### config.mk
export PLATFORM = sky130hd
export DESIGN_NAME = ls_sequencer
export DESIGN_NICKNAME = d
export VERILOG_FILES = /design/src/rtl/ls_sequencer.sv
export SDC_FILE = /design/constraint.sdc
export NUM_CORES = 1
export LEC_CHECK = 0
export ABC_CLOCK_PERIOD_IN_PS = 1900
export CAP_MARGIN = 20
export CELL_PAD_IN_SITES_DETAIL_PLACEMENT = 0
export CELL_PAD_IN_SITES_GLOBAL_PLACEMENT = 1
export CORE_MARGIN = 1
export CORE_UTILIZATION = 28
export DETAILED_ROUTE_END_ITERATION = 12
export HOLD_SLACK_MARGIN = 0.12
export MAX_ROUTING_LAYER = met4
export PLACE_DENSITY = 0.87
export SLEW_MARGIN = 20
export SYNTH_ARGS = -nofsm -noshare
export SYNTH_HDL_FRONTEND = slang
export SYNTH_SLANG_ARGS = --single-unit
### constraint.sdc
create_clock -name i_clk -period 1.9 [get_ports i_clk]
set_clock_uncertainty 0.05 [all_clocks]
set_input_delay 0.38 -clock i_clk [delete_from_list [all_inputs] [get_ports i_clk]]
set_output_delay 0.38 -clock i_clk [all_outputs]
set_load 0.02 [all_outputs]
### src/rtl/ls_sequencer.sv
// D-form load/store controller; done comes MEM_LAT+2 (store) or MEM_LAT+3 (load) cycles after accept, +1 for update forms.
// Only one instruction is in flight, so instr_ready is high in IDLE only. Define LS_UPDATE_FORM_EN to enable stwu/lwzu.
module ls_sequencer #(
    parameter int MEM_LAT = 1,
    parameter int CNT_W   = 32
) (
    input  logic             i_clk,
    input  logic             i_rst,
    input  logic             i_instr_valid,
    input  logic [31:0]      i_instr,
    output logic             o_instr_ready,
    output logic [3:0]       o_alu_op,
    output logic [4:0]       o_read_reg_1,
    output logic [4:0]       o_read_reg_2,
    output logic [4:0]       o_write_reg,
    output logic [31:0]      o_immediate,
    output logic             o_reg_write,
    output logic             o_mem_read,
    output logic             o_mem_write,
    output logic             o_wb_sel,
    output logic             o_busy,
    output logic             o_done,
    output logic             o_illegal,
    output logic [CNT_W-1:0] o_retired
);

    localparam int MC_W = (MEM_LAT > 1) ? $clog2(MEM_LAT) : 1;

    generate
        if (MEM_LAT < 1) begin : g_bad_mem_lat
            $error("ls_sequencer: MEM_LAT must be >= 1");
        end
    endgenerate

    typedef enum logic [2:0] {
        S_IDLE = 3'd0,
        S_ADDR = 3'd1,
        S_MEM  = 3'd2,
        S_WB   = 3'd3,
        S_DONE = 3'd4,
        S_ERR  = 3'd5
`ifdef LS_UPDATE_FORM_EN
        , S_UPD = 3'd6
`endif
    } state_t;

    state_t            r_state;
    state_t            w_next_state;
    logic [31:0]       r_instr;
    logic [MC_W-1:0]   r_mem_cnt;
    logic [CNT_W-1:0]  r_retired;

    logic [5:0]        w_in_op;
    logic [4:0]        w_in_ra;
    logic [4:0]        w_in_rt;
    logic              w_in_legal;
    logic              w_accept;
    logic [5:0]        w_op;
    logic              w_is_store;
    logic              w_mem_last;

    assign w_in_op = i_instr[31:26];
    assign w_in_rt = i_instr[25:21];
    assign w_in_ra = i_instr[20:16];

    // Legality is judged on the incoming word so an illegal one never reaches ADDR.
`ifdef LS_UPDATE_FORM_EN
    assign w_in_legal = (w_in_op == 6'd36) || (w_in_op == 6'd32)
                     || ((w_in_op == 6'd37) && (w_in_ra != 5'd0))
                     || ((w_in_op == 6'd33) && (w_in_ra != 5'd0) && (w_in_ra != w_in_rt));
`else
    assign w_in_legal = (w_in_op == 6'd36) || (w_in_op == 6'd32);
`endif

    assign w_accept = i_instr_valid && (r_state == S_IDLE);
    assign w_op     = r_instr[31:26];

`ifdef LS_UPDATE_FORM_EN
    logic w_is_upd;
    assign w_is_store = (w_op == 6'd36) || (w_op == 6'd37);
    assign w_is_upd   = (w_op == 6'd37) || (w_op == 6'd33);
`else
    assign w_is_store = (w_op == 6'd36);
`endif

    assign w_mem_last = (r_mem_cnt == MC_W'(MEM_LAT - 1));

    assign o_read_reg_1  = r_instr[20:16];
    assign o_read_reg_2  = r_instr[25:21];
    assign o_immediate   = {{16{r_instr[15]}}, r_instr[15:0]};
    assign o_instr_ready = (r_state == S_IDLE);
    assign o_busy        = (r_state != S_IDLE);
    assign o_retired     = r_retired;

    always_ff @(posedge i_clk) begin
        if (i_rst) begin
            r_state   <= S_IDLE;
            r_instr   <= '0;
            r_mem_cnt <= '0;
            r_retired <= '0;
        end else begin
            r_state <= w_next_state;
            if (w_accept) begin
                r_instr <= i_instr;
            end
            if ((r_state == S_MEM) && !w_mem_last) begin
                r_mem_cnt <= r_mem_cnt + 1'b1;
            end else begin
                r_mem_cnt <= '0;
            end
            if (r_state == S_DONE) begin
                r_retired <= r_retired + 1'b1;
            end
        end
    end

    always_comb begin
        w_next_state = r_state;
        o_alu_op     = 4'b0000;
        o_reg_write  = 1'b0;
        o_mem_read   = 1'b0;
        o_mem_write  = 1'b0;
        o_wb_sel     = 1'b0;
        o_write_reg  = r_instr[25:21];
        o_done       = 1'b0;
        o_illegal    = 1'b0;
        case (r_state)
            S_IDLE: begin
                if (i_instr_valid) begin
                    w_next_state = w_in_legal ? S_ADDR : S_ERR;
                end
            end
            S_ADDR: begin
                o_alu_op     = 4'b0010;
                w_next_state = S_MEM;
            end
            S_MEM: begin
                o_alu_op    = 4'b0010;
                o_mem_write = w_is_store;
                o_mem_read  = !w_is_store;
                if (w_mem_last) begin
`ifdef LS_UPDATE_FORM_EN
                    if (!w_is_store)   w_next_state = S_WB;
                    else if (w_is_upd) w_next_state = S_UPD;
                    else               w_next_state = S_DONE;
`else
                    w_next_state = w_is_store ? S_DONE : S_WB;
`endif
                end
            end
            S_WB: begin
                o_reg_write  = 1'b1;
`ifdef LS_UPDATE_FORM_EN
                w_next_state = w_is_upd ? S_UPD : S_DONE;
`else
                w_next_state = S_DONE;
`endif
            end
`ifdef LS_UPDATE_FORM_EN
            S_UPD: begin
                // Base register takes the effective address from the ALU.
                o_alu_op     = 4'b0010;
                o_reg_write  = 1'b1;
                o_write_reg  = r_instr[20:16];
                o_wb_sel     = 1'b1;
                w_next_state = S_DONE;
            end
`endif
            S_DONE: begin
                o_done       = 1'b1;
                w_next_state = S_IDLE;
            end
            S_ERR: begin
                o_illegal    = 1'b1;
                w_next_state = S_IDLE;
            end
            default: w_next_state = S_IDLE;
        endcase
    end

endmodule

==> out/results.ini <==
[run_status]
status = complete, but fails checks
violations = negative setup slack

[place]
pre_cts_ws_ps = -333
placed_cells_incl_taps = 638
hpwl_mm = 5.84
place.gp.congestion = 0.811
placed_area_sq_um = 4530
port_buffers = 121

[pwr]
p_leak_uw = 0.00206
peakVddDrop_mv = 0.569
total_power_uw = 5390
power.density_nw_per_um2 = 1050

[logic_synthesis]
synthFlopType = dfxtp_1
ys_types = 36
synth-seq-cells = 68
synth.avg_cell_area_sq_um = 8.00
seq_area_frac_synth = 0.421
syn_area_sq_um = 3230
yosys_warnings = 0
synthCells = 404
synth_edf_count = 0
async_reset_ff_frac = 0

[clock_network]
clockRootBuffer = clkbuf_16
hold_buffers = 0
clock_path_buffers = 2
worstSkewPairLatency_ps = 320
cts-buffers-inserted = 9
clkTransAtPathRegs_ps = 50
htreeDepth = 3
clock_sinks = 68
cts_tree = done

[finish]
design_area_sq_um = 5150
ff_latch_area_sq_um = 1400
layout.nets = 553
multi_input_area_sq_um = 1610
final_layout_size_suffix_gt1_frac = 0.271
layout_commonest_cell = clkdlybuf4s50_1
final_cell_mix = 92 x clkdlybuf4s50_1, 77 x nand2_1, 46 x a21oi_1, 46 x dfxtp_1, 43 x buf_4
fill_cells = 1060
instances_no_fill = 661
antennaDiodeCount = 0
areaGrowthSynthToFinish_pct = 59.3

[floorplan]
die_h_um = 109
num_rows = 38
dieWidth_um = 109
die_area_sq_um = 12000
ioPinCount = 126
core_area_sq_um = 11000
initial_core_util = 0.293

[global_routing]
grt_start_max_net_pins = 38
antenna_found_initial = 0
grt-ovfl-total = 0
gr-usage-all-layers = 0.152
grt_pass1_wl_mm = 13.6
grt_pass1_vias = 2880

[setup_path]
criticalPathCategory = flop to primary output
cp-start-kind = flop
arrival_ps = 1610
crit_fanout = 2
required_ps = 1470
end_kind = primary output

[timing]
fin_ws_ps = -138
grt_setup_unrepaired = yes
hold_ws_ps = 325
setup_violations = 17
final_hold_viol_count = 0
drv_slew = 0
post-route-period-util = 1.07
fmax_ghz = 0.491
period_needed_ps = 2040

[worst_hold_path]
hold_path.class = input port to flop

[drt]
drt_first_iter_violations = 174
ant_nets = 0
wire_per_inst_um = 13.7
vias = 3128
viasPerCell = 4.73
firstDrtPassIters = 4
totalWireLength_mm = 9.06
drc_errors = 0

[flow_run]
maxCapViolations = 0

worst max-delay path, stage by stage (launching register included):
cell,delay [ps]
dfxtp_2,320
nor4b_2,250
nand3b_1,140
or3_4,400
inv_2,60
buf_6,110
cell usage after synthesis, drive strengths merged, types with 2 or more instances:
master  instances  area share
buf            54        0.13
nand3           9       0.014
nand2b          2      0.0039
nand4           6       0.012
nor2           14       0.016
nor4            5      0.0097
xnor2           7       0.019
o21ai           6      0.0093
a21oi          58       0.090
nor3b           2      0.0046
o31ai          17       0.039
or3             8       0.015
nor3            3      0.0046
nand2          78       0.091
inv             9       0.010
clkbuf         21       0.024
and4            3      0.0081
or4            19       0.044
dfxtp          68        0.42
stage by stage:
stage	utilization	setup TNS [ps]
floorplan	-	-469
global placement	0.411	-1410
detailed placement	0.411	-2520
CTS	0.449	-851
global route	0.467	-2080
finish	0.467	-966
cells by family after synthesis:
family,Yosys count,synth area share
other cells,1,0.00116
xor+xnor,8,0.0217
buf+inv,84,0.160
compound gates,84,0.146
flops,68,0.421
simple gates,156,0.239
mux,2,0.00658
fa+ha+maj,1,0.00387
worst paths after layout:
| kind | slack (ps) | from | end | cells after the start |
|---|---|---|---|---|
| max | -140 | r_instr[30]$_SDFFE_PP0P_ | o_mem_write | 5 |
| min | 320 | i_rst | o_retired[0]$_SDFFE_PP0P_ | 2 |
| max reg2reg | -90 | r_state[1]$_SDFFE_PP0P_ | o_retired[23]$_SDFFE_PP0P_ | 6 |
| min reg2reg | 400 | r_instr[2]$_SDFFE_PP0P_ | r_instr[2]$_SDFFE_PP0P_ | 2 |
what timing repair did:
action / in CTS / in global routing
gates cloned: 3 / 0
pin swaps: 33 / 11
buffers inserted: 5 / 1
gates resized for setup: 54 / 69
endpoints found under the setup margin: 43 / 44
routing by layer:
layer / track usage / wire length, um / part of all wire
met1: 0.184 / 4010 / 0.44
met3: 0.0285 / 595 / 0.066
met2: 0.245 / 4320 / 0.48
met5: - / 0 / 0
met4: 0.0676 / 143 / 0.016
state kept, by name, summed over array words and instances (netlist names):
| name | count |
|---|---|
| r_instr | 32 |
| r_mem_cnt | 1 |
| o_retired | 32 |
| r_state | 3 |
cell type report:
class,instances,share of cell area
repair buffers,173,0.319
multi-input cells,256,0.313
flip-flops and latches,68,0.273
clock buffers,13,0.0486
well taps,140,0.0340
clock inverters,2,0.00680
inverters,9,0.00656
where the power goes:
| group | switching [uW] | total (uW) | internal, uW | leakage, uW |
|---|---|---|---|---|
| logic | 1090 | 1980 | 889 | 0.00135 |
| clock network | 589 | 1630 | 1040 | 0.000140 |
| registers | 148 | 1780 | 1630 | 0.000566 |
| total | 1830 | 5390 | 3570 | 0.00206 |
Note: power is estimated with default switching activity, not from simulation.
